<file path="config.mk">
export PLATFORM = sky130hd
export DESIGN_NAME = image_stream_scorer
export DESIGN_NICKNAME = d
export VERILOG_FILES = /design/src/rtl/image_stream_scorer.sv
export SDC_FILE = /design/constraint.sdc
export NUM_CORES = 1
export LEC_CHECK = 0
export CELL_PAD_IN_SITES_DETAIL_PLACEMENT = 0
export CELL_PAD_IN_SITES_GLOBAL_PLACEMENT = 1
export CORE_AREA = 3 3 257 259
export DETAILED_ROUTE_END_ITERATION = 6
export DIE_AREA = 0 0 260 262
export GPL_TIMING_DRIVEN = 0
export PLACE_DENSITY = 0.71
export RECOVER_POWER = 100
export SLEW_MARGIN = 15
export SYNTH_ARGS = -nofsm -noshare
export SYNTH_HDL_FRONTEND = slang
export SYNTH_SLANG_ARGS = --single-unit
</file>
<file path="constraint.sdc">
create_clock -name clk -period 3.95 [get_ports clk]
set_input_delay 0.79 -clock clk [delete_from_list [all_inputs] [get_ports clk]]
set_output_delay 0.79 -clock clk [all_outputs]
set_load 0.01 [all_outputs]
</file>
<file path="src/rtl/image_stream_scorer.sv">
// Streams stored images into an accelerator and scores its decisions per class.
// Define RAND_SEL_EN to pick images with a 16-bit LFSR instead of sequentially.
module image_stream_scorer #(
    parameter int PIX_W     = 8,
    parameter int NPIX      = 784,
    parameter int NUM_IMG   = 1000,
    parameter int NUM_CLASS = 10,
    parameter int CNT_W     = 16,
    parameter int TIMEOUT   = 4095,
    localparam int AW = $clog2(NUM_IMG * NPIX),
    localparam int IW = $clog2(NUM_IMG),
    localparam int LW = $clog2(NUM_CLASS)
) (
    input  logic             clk,
    input  logic             rst_n,
    input  logic             start,
    input  logic [CNT_W-1:0] num_run,
    output logic [AW-1:0]    mem_addr,
    input  logic [PIX_W-1:0] mem_data,
    output logic [IW-1:0]    lbl_addr,
    input  logic [LW-1:0]    lbl_data,
    output logic             acc_rst_n,
    output logic [PIX_W-1:0] data_in,
    input  logic [LW-1:0]    decision,
    input  logic             finish,
    output logic             busy,
    output logic             done,
    output logic [CNT_W-1:0] hit_total,
    output logic [CNT_W-1:0] run_cnt,
    output logic [CNT_W-1:0] timeout_cnt,
    input  logic [LW-1:0]    rd_class,
    output logic [CNT_W-1:0] rd_hit,
    output logic [CNT_W-1:0] rd_miss
);

    localparam int PW = $clog2(NPIX + 1);
    localparam int TW = $clog2(TIMEOUT + 1);
    localparam logic [CNT_W-1:0] CMAX = '1;
    localparam logic [LW:0] NCL = (LW + 1)'(NUM_CLASS);

    typedef enum logic [2:0] {
        IDLE, SELECT, ARST, STREAM, WAIT, SCORE, FIN
    } state_t;

    state_t state, state_nx;

    logic [CNT_W-1:0] run_len;
    logic [IW-1:0]    cur_img, img_sel;
    logic [LW-1:0]    label, dec_q;
    logic             timed_out;
    logic [PW-1:0]    pix;
    logic [TW-1:0]    wcnt;
    logic [CNT_W-1:0] hit_cnt  [NUM_CLASS];
    logic [CNT_W-1:0] miss_cnt [NUM_CLASS];
    logic             last_img, wait_exp, lbl_ok, is_hit;

    function automatic logic [CNT_W-1:0] sat_inc(input logic [CNT_W-1:0] v);
        return (v == CMAX) ? v : v + 1'b1;
    endfunction

`ifdef RAND_SEL_EN
    logic [15:0] lfsr;

    always_ff @(posedge clk or negedge rst_n) begin
        if (!rst_n)
            lfsr <= 16'hACE1;
        else if (state == SELECT)
            lfsr <= {lfsr[14:0], lfsr[15] ^ lfsr[13] ^ lfsr[12] ^ lfsr[10]};
    end

    assign img_sel = IW'({16'd0, lfsr} % NUM_IMG);
`else
    logic [IW-1:0] seq_img;

    always_ff @(posedge clk or negedge rst_n) begin
        if (!rst_n)
            seq_img <= '0;
        else if (state == IDLE && start)
            seq_img <= '0;
        else if (state == SELECT)
            seq_img <= (seq_img == IW'(NUM_IMG - 1)) ? '0 : seq_img + 1'b1;
    end

    assign img_sel = seq_img;
`endif

    // run_cnt+1 is formed one bit wider so a full-scale num_run still ends
    assign last_img = ({1'b0, run_cnt} + 1'b1) >= {1'b0, run_len};
    assign wait_exp = (wcnt == TW'(TIMEOUT - 1));
    assign lbl_ok   = ({1'b0, label} < NCL);
    assign is_hit   = !timed_out && (dec_q == label) && ({1'b0, dec_q} < NCL);

    always_ff @(posedge clk or negedge rst_n) begin
        if (!rst_n)
            state <= IDLE;
        else
            state <= state_nx;
    end

    always_comb begin
        state_nx = state;
        unique case (state)
            IDLE:    if (start) state_nx = (num_run != '0) ? SELECT : FIN;
            SELECT:  state_nx = ARST;
            ARST:    state_nx = STREAM;
            STREAM:  if (pix == PW'(NPIX)) state_nx = WAIT;
            WAIT:    if (finish || wait_exp) state_nx = SCORE;
            SCORE:   state_nx = last_img ? FIN : SELECT;
            FIN:     state_nx = IDLE;
            default: state_nx = IDLE;
        endcase
    end

    always_ff @(posedge clk or negedge rst_n) begin
        if (!rst_n) begin
            run_len     <= '0;
            cur_img     <= '0;
            label       <= '0;
            dec_q       <= '0;
            timed_out   <= 1'b0;
            pix         <= '0;
            wcnt        <= '0;
            mem_addr    <= '0;
            hit_total   <= '0;
            run_cnt     <= '0;
            timeout_cnt <= '0;
            for (int c = 0; c < NUM_CLASS; c++) begin
                hit_cnt[c]  <= '0;
                miss_cnt[c] <= '0;
            end
        end else begin
            unique case (state)
                IDLE: if (start && num_run != '0) begin
                    run_len     <= num_run;
                    hit_total   <= '0;
                    run_cnt     <= '0;
                    timeout_cnt <= '0;
                    for (int c = 0; c < NUM_CLASS; c++) begin
                        hit_cnt[c]  <= '0;
                        miss_cnt[c] <= '0;
                    end
                end
                SELECT: cur_img <= img_sel;
                ARST: begin
                    label    <= lbl_data;
                    pix      <= '0;
                    mem_addr <= AW'(cur_img) * AW'(NPIX);
                end
                STREAM: begin
                    pix  <= pix + 1'b1;
                    wcnt <= '0;
                    if (pix < PW'(NPIX - 1))
                        mem_addr <= mem_addr + 1'b1;
                    else
                        mem_addr <= '0;
                end
                // the last WAIT cycle decides: finish wins over expiry
                WAIT: begin
                    wcnt      <= wcnt + 1'b1;
                    dec_q     <= decision;
                    timed_out <= !finish;
                end
                SCORE: begin
                    if (is_hit) begin
                        hit_total <= sat_inc(hit_total);
                        if (lbl_ok) hit_cnt[label] <= sat_inc(hit_cnt[label]);
                    end else if (lbl_ok) begin
                        miss_cnt[label] <= sat_inc(miss_cnt[label]);
                    end
                    if (timed_out) timeout_cnt <= sat_inc(timeout_cnt);
                    run_cnt <= sat_inc(run_cnt);
                end
                default: ;
            endcase
        end
    end

    assign busy      = (state != IDLE);
    assign done      = (state == FIN);
    assign acc_rst_n = rst_n && (state != ARST);
    assign data_in   = (state == STREAM && pix != '0) ? mem_data : '0;
    assign lbl_addr  = (state == SELECT) ? img_sel : cur_img;
    assign rd_hit    = ({1'b0, rd_class} < NCL) ? hit_cnt[rd_class] : '0;
    assign rd_miss   = ({1'b0, rd_class} < NCL) ? miss_cnt[rd_class] : '0;

endmodule

</file>
Word level (Yosys, flattened, before mapping)
Cells that the tools add are included.
Widths: inputs -> output; s select.
Operators by class
  add/sub/neg operators: 10
  multipliers: 1
  order comparisons: 8
  eq/ne operators: 27
  multiplexer cells: 51
  bitwise gates (word level): 2
  reductions and logical operators: 25
Operator list (count)
  $mux 160: 5
  $pmux 160 s2: 2
  $bwmux 160: 2
  $mux 16: 19
  $bmux 16 s4: 4
  $pmux 16 s2: 3
  $add 16x1->16 const B: 5
  $eq 16x16->1 const B: 5
  $demux 16 s4: 1
  $mux 10: 4
  $pmux 20 s2: 1
  $pmux 12 s2: 1
  $add 10x1->10 const B: 2
  $add 20x1->20 const B: 1
  $eq 10x10->1 const B: 2
  $mux 20: 1
  $ne 2x2->1 const B: 10
  $pmux 10 s2: 1
  $pmux 3 s6: 1
  $add 16x1->17 const B: 1
  $ge 17x16->1: 1
  $mul 10x6->16 const B: 1
  $reduce_and 4->1: 4
  $reduce_bool 16->1: 1
  other kinds (24): 46
Storage, ports and cells
  bits in registers: 458
  logic and storage cells: 157

Depth between registers and ports, before layout
Gate-level depths: netlist (run 1).
  depth in word-level cells: 10
  gate-level depth with buffers: 15
  depth with buffers taken out: 15

Worst setup path before layout (run 1)
OpenSTA, ideal clock, no wires.
  path kind: in2out
  from: input rd_class[0]
  to: output rd_miss[13]
  data arrival time: 2736 ps
  path slack: 424 ps
  stages on the path: 6
  cell sequence: clkbuf_1 > buf_1 > buf_1 > mux4_2 > nand2_1 > a21oi_1
On the way
  cells in the longest elaborated chain, start to end: 5
RTL lines
  from (decl): line 31  | input logic [LW-1:0] rd_class,
  $not 4->5 (implied by the code): line 184  | assign rd_miss = ({1'b0, rd_class} < NCL) ? miss_cnt[rd_class] : '0;
  $bmux 16 s4: line 184
  $mux 16 (implied by the code) (2 in a row): line 184
  $mux 16 (*): line 184
  to (decl): line 33  | output logic [CNT_W-1:0] rd_miss
Every way passes the cells marked *; elsewhere a longest branch is shown, timed or not. The select of a mux whose other input is x is not followed.

Worst setup path after layout (run 1)
  from: input rd_class[3]
  to: output rd_miss[14]
The elaborated chain is that of the path after synthesis.

==> results.tsv, run 1 <==
stage	metric	value	unit
logic_synthesis	yosys-top-cells-area	dfrtp_1 (45%), mux4_2 (7.8%), nand2_1 (7.3%)	
grt	grt_pass1_vias	21900	
grt	track_usage	26.4	%
die	rows	93	
logic_synthesis	synth_warnings	0	
detailed_routing	ant_nets	0	
detailed_routing	wirelength	90900	um
placed_design	port-buffer-count	157	
final_layout	drive_above_1_share	15.2	%
logic_synthesis	syn-num-nets	2656	
flow_run	drv_cap	2	
logic_synthesis	ys_seq_elements	458	
grt	grt_pass1_wl	137000	um
detailed_routing	route.detailed.drc	1	
timing	tightest_slew	2.25	ns
timing	skew	0.0246	ns
detailed_routing	vias_per_cell	5.97	
setup_path	cp-start-kind	primary input	
clock_tree	clock_latency	0.61	ns
setup_path	arrival	3.21	ns
placed_design	gp_congestion	0.894	
timing	fin_crit	4.00	ns
timing	drv_slew	160	
clock_tree	numCtsBuffers	53	
timing	fmax	250	MHz
timing	finalHoldViolations	0	
setup_path	critPathKind	in -> out	
worst_hold_path	min_path_type	in -> async	
detailed_routing	wl_per_cell	24.7	um
final_layout	stdcell_count	3677	
timing	setup_viol	1	
placed_design	placed_cells	3566	
clock_tree	cts_root_buf	clkbuf_16	
setup_path	crit_path_max_fanout	10	
detailed_routing	drtIter0Drc	2190	
setup_path	crit_buf_inv	5	
logic_synthesis	synth_ff_type	dfrtp_1	
clock_tree	path_clk_slew	0.06	ns
setup_path	slowest_delay	0.61	ns
die	io_pins	161	
power	ir_drop	0.314	mV
power	power_per_cell_area	558	nW/um^2
logic_synthesis	ys_seq_area_share	45.1	%
clock_tree	cts_hold_buf	0	
grt	overflow	0	
clock_tree	h-tree-depth	2	
die	dieHeight	262	um
die	core-area	64100	um^2
final_layout	fill_cells	6007	
timing	finalSetupTns	-0.0468	ns
placed_design	hpwl	63700	um
power	leakagePower	13.4	nW
timing	fin_crit_sh	101	%
grt	grt_max_degree	103	
logic_synthesis	netlist.area_leader.share	45.1	%
grt	antenna_found_initial	2	
final_layout	multi_input_area	13400	um^2
final_layout	nets	2887	
die	dieArea	68100	um^2
clock_tree	cts.path.max_buffers	3	
setup_path	worst_path_max_delay_cell	clkdlybuf4s50_1	
logic_synthesis	postSynth.asyncResetShare	100	%
logic_synthesis	synth.distinct_cells	74	
setup_path	crit_family	buffers and inverters	
die	start_util	39.6	%
final_layout	area_growth	20.1	%
status	violations	design-rule violations, max-capacitance violations, max-slew violations, negative setup slack	
setup_path	cp_data_required_time	3.16	ns
logic_synthesis	syn-cell-area	25400	um^2
timing	hold_slack	0.0484	ns
status	outcome	complete, but fails checks	
die	die_width	260	um
placed_design	dp_slack	-1.17	ns
clock_tree	cts_tree	done	
logic_synthesis	syn-instance-count	2549	
power	p_total	17.0	mW
timing	setup_ws	-0.0468	ns
setup_path	worstSetupEndpointType	output port	
detailed_routing	first_pass_iters	7	
detailed_routing	vias	22000	
clock_tree	cts_sinks	458	
logic_synthesis	yosys.area.top_type	dfrtp_1	
final_layout	antenna_cells	0	
logic_synthesis	synth_edf_count	0	
setup_path	cp_cell_sequence	clkdlybuf4s50_1 -> inv_1 -> clkbuf_2 -> clkbuf_2 -> a221oi_1 -> a21oi_1 -> clkdlybuf4s50_1	
final_layout	seq_area	11500	um^2
logic_synthesis	synth.avg_cell_area	9.97	um^2
timing	slew_headroom	-49.9	%
-- layout make-up --
cell class / count / area share [%]
timing repair buffer: 179 / 5.89
buffer: 137 / 2.59
sequential: 458 / 37.6
tap: 855 / 3.51
inverter: 59 / 0.726
multi-input combinational: 1892 / 43.9
clock inverter: 12 / 0.463
clock buffer: 85 / 5.34
-- power by group --
part           internal [mW]  total, mW  switching (mW)
sequential              5.18       5.65           0.468
clock                   3.00       5.05            2.04
combinational           2.05       6.35            4.30
-- synthesized netlist by cell type (23+ instances only) --
library cell	count
dfrtp_1	458
a221oi_1	34
nand2_1	494
inv_1	58
nor2_1	97
o21ai_1	25
mux2_2	103
o22ai_1	24
a22o_1	66
nand3_1	73
clkbuf_1	106
a21oi_1	67
xor2_1	42
xnor2_1	27
ha_1	62
mux2i_1	67
nand2b_1	25
o21ai_0	338
nor3_1	30
nand4_1	23
mux4_2	88
-- through the flow --
stage                     utilization (%)  instance area [um^2]
after global routing                 47.6                 30500
after global placement               43.7                 28000
after CTS                            47.4                 30400
after floorplan                         -                 25400
after detailed placement             44.0                 28200
final                                47.6                 30500
-- worst reg2reg max path, delay by kind of cell, from the launching register on --
family	cells	cell delay, ns
flops	1	0.45
mux	1	0.37
fa+ha+maj	1	0.25
buf+inv	6	1.23
simple gates	3	0.47
compound gates	3	0.92
-- sequential cells by signal (all words and copies together), names as in the netlist, 3 cells and up --
register,cells
hit_cnt,160
miss_cnt,160
mem_addr,20
hit_total,16
run_cnt,16
run_len,16
timeout_cnt,16
wcnt,12
cur_img,10
img_sel,10
pix,10
dec_q,4
label,4
state,3
-- layer usage --
| layer | global-route usage [%] | wire length, um | vias up |
|---|---|---|---|
| li1 | - | - | 9743 |
| met5 | 0 | 13 | - |
| met3 | 4.49 | 7040 | 185 |
| met1 | 35.6 | 38000 | 11100 |
| met4 | 10.6 | 3740 | 2 |
| met2 | 42.5 | 42200 | 954 |
-- placed cells by master, fill, tap and decap left out, drive strengths merged, types with 74 or more instances in the layout --
cell,Yosys,routed
clkbuf,106,191
clkdlybuf4s50,0,74
dfrtp,458,458
dlygate4sd3,0,82
mux2,103,103
mux4,88,88
nand2,494,494
nand3,74,74
nor2,97,97
o21ai,363,363
-- path summary, 6_finish.rpt --
check	start	to	slack, ns	cells after the start
worst max-delay path	rd_class[3]	rd_miss[14]	-0.05	7
worst min-delay path	rst_n	miss_cnt[3]	0.05	1
worst max register to register	label[1]	hit_cnt[123]	0.09	14
worst min register to register	wcnt[6]	wcnt[6]	0.49	1
max in group asynchronous	rst_n	hit_cnt[139]	0.90	3
min in group clk	wcnt[6]	wcnt[6]	0.49	1
-- repair_timing --
item,4_1_cts,5_1_grt
resized for setup,107,83
buffers inserted,8,8
endpoints found under the setup margin,363,343
pin swaps,3,4
gates cloned,3,2
-- kinds of logic after synthesis --
| logic type | after synthesis | synth area share [%] |
|---|---|---|
| buf+inv | 203 | 3.39 |
| compound gates | 650 | 15.8 |
| simple gates | 841 | 14.6 |
| fa+ha+maj | 67 | 3.45 |
| mux | 259 | 15.1 |
| xor+xnor | 71 | 2.51 |
| flops | 458 | 45.1 |
Power figures use the tool's default switching activity.
==> run 2: changes to the inputs <==
Settings changed: CORE_AREA 3 3 257 259 to 2 2 256 258, DIE_AREA 0 0 260 262 to 0 0 258 260.
==> run 2 against run 1 <==
Effect of this change: the run ends with max-capacitance violations, max-slew violations, negative setup slack left; clock-buffer cell count down 2; power about the same; worst setup slack worse by 0.0022 ns; via count up 0.36%; flip-flop and latch count unchanged; die area down 1.5%; register-to-register slack worse by 0.09 ns; first-iteration DRC count down 3.6%; highest routed layer unchanged.
==> results.tsv, run 2 (synthesis gave the netlist of run 1 again) <==
stage	metric	value	unit	change
detailed_routing	route.detailed.drc	0		-1
clock_tree	cts_sinks	458		unchanged
setup_path	regToRegSetupSlack	0	ns	-0.09 ns
placed_design	gp_congestion	0.899		+0.51%
grt	overflow	0		unchanged
timing	fin_crit	4.00	ns	+0.00222 ns
setup_path	rr_endpoint	miss_cnt[139]		
timing	tightest_slew	2.73	ns	+0.485 ns
timing	fmax	250	MHz	about the same
detailed_routing	ant_nets	0		unchanged
grt	track_usage	26.8	%	+0.41 points
final_layout	fill_cells	5963		-0.73%
setup_path	cp_data_required_time	3.16	ns	about the same
final_layout	multi_input_area	13300	um^2	-0.64%
die	dieHeight	260	um	-0.76%
timing	finalHoldViolations	0		unchanged
setup_path	arrival	3.21	ns	about the same
timing	setup_ws	-0.0491	ns	-0.00222 ns
detailed_routing	vias	22000		+0.36%
die	core-area	64100	um^2	unchanged
clock_tree	cts.path.max_buffers	3		unchanged
power	leakagePower	13.4	nW	-0.28%
die	rows	93		unchanged
status	violations	max-capacitance violations, max-slew violations, negative setup slack		
detailed_routing	wl_per_cell	24.7	um	-0.29%
placed_design	port-buffer-count	157		unchanged
grt	grt_pass1_wl	137000	um	+0.12%
detailed_routing	drtIter0Drc	2111		-3.6%
detailed_routing	first_pass_iters	7		unchanged
final_layout	area_growth	19.8	%	
clock_tree	clock_latency	0.61	ns	about the same
flow_run	drv_cap	3		+1
clock_tree	path_clk_slew	0.06	ns	about the same
final_layout	nets	2882		-0.17%
die	die_width	258	um	-0.77%
setup_path	rr_startpoint	label[0]		
timing	skew	0.0277	ns	+0.00312 ns
die	dieArea	67100	um^2	-1.5%
detailed_routing	wirelength	90600	um	-0.40%
final_layout	final_util	47.5	%	-0.13 points
clock_tree	cts_tree	done		
clock_tree	numCtsBuffers	53		unchanged
setup_path	critPathKind	in -> out		
power	power_per_cell_area	559	nW/um^2	+0.19%
placed_design	hpwl	63900	um	+0.32%
detailed_routing	vias_per_cell	6.00		+0.47%
grt	grt_pass1_vias	22000		+0.32%
power	p_total	17.0	mW	about the same
setup_path	cp-startpoint	rd_class[3]		
setup_path	cp-start-kind	primary input		
setup_path	worstSetupEndpointType	output port		
timing	drv_slew	281		+76%
die	io_pins	161		unchanged
placed_design	placed_cells	3565		-0.028%
setup_path	endpoint	rd_miss[12]		
final_layout	stdcell_count	3673		-0.11%
grt	grt_max_degree	106		+2.9%
grt	antenna_found_initial	1		-1
clock_tree	cts_hold_buf	0		unchanged
final_layout	drive_above_1_share	15.0	%	-0.19 points
final_layout	antenna_cells	0		unchanged
timing	setup_viol	2		+1
setup_path	crit_path_max_fanout	10		unchanged
status	outcome	complete, but fails checks		
power	ir_drop	0.369	mV	+17%
final_layout	seq_area	11500	um^2	unchanged
setup_path	rr_worst_depth	14		unchanged
clock_tree	h-tree-depth	2		unchanged
final_layout	top_regs	hit_cnt x160, miss_cnt x160, mem_addr x20		
timing	fin_crit_sh	101	%	about the same
final_layout	layout_common_cells	nand2_1 (492), dfrtp_1 (457), o21ai_0 (337)		
worst_hold_path	min_path_type	in -> async		
clock_tree	cts_root_buf	clkbuf_16		
timing	slew_headroom	-82.2	%	-32 points
die	start_util	39.6	%	unchanged
final_layout	final_common_cell	nand2_1		
[run 2: routing by layer]
layer / GRT usage [%] / vias up / wire length (um)
met3: 4.72 / 191 / 7290
met1: 35.8 / 11200 / 37300
met5: 0 / - / 13
met2: 43.4 / 927 / 42300
met4: 10.7 / 2 / 3630
li1: - / 9738 / -
[run 2: worst max-delay path, stage by stage]
cell	delay [ns]
clkdlybuf4s50_1	0.39
inv_1	0.16
clkbuf_2	0.29
buf_2	0.36
a221oi_1	0.16
a21oi_1	0.41
clkdlybuf4s50_1	0.64
[run 2: timing repair]
action	CTS	global route
buffers inserted	8	10
resized for setup	101	78
pin swaps	3	4
endpoints found under the setup margin	351	316
gates cloned	0	2
[run 2: area by class of cell]
class	instances	share of cell area, %
clock buffers	83	5.36
repair buffers	179	5.85
plain buffers	134	2.65
flip-flops and latches	458	37.7
inverters	59	0.728
well taps	855	3.52
multi-input cells	1890	43.8
clock inverters	15	0.452
[run 2: how the worst min path moves through the flow]
stage	start	endpoint	slack, ns	cells past startpoint
global placement	run_len[0]	run_len[0]	0.47	2
detailed placement	wcnt[11]	wcnt[11]	0.48	1
finish	rst_n	label[2]	0.16	1
floorplan	run_len[0]	run_len[0]	0.45	2
global route	rst_n	label[2]	0.22	1
CTS	rst_n	label[2]	0.22	1
[run 2: power breakdown]
group / internal [mW] / total, mW / switching, mW
sequential: 5.18 / 5.65 / 0.468
clock: 2.96 / 5.01 / 2.05
combinational: 2.07 / 6.37 / 4.29
[run 2: stage by stage]
step / instance area, um^2 / setup TNS (ns) / setup WS, ns / hold slack [ns]
floorplan: 25400 / 0 / 0.424 / 0.450
global placement: 28000 / -8600.86 / -18.47 / 0.473
detailed placement: 28200 / -189.91 / -1.17 / 0.483
CTS: 30300 / 0 / 0.00755 / 0.221
global route: 30400 / -1.37 / -0.113 / 0.218
finish: 30400 / -0.0948 / -0.0491 / 0.164
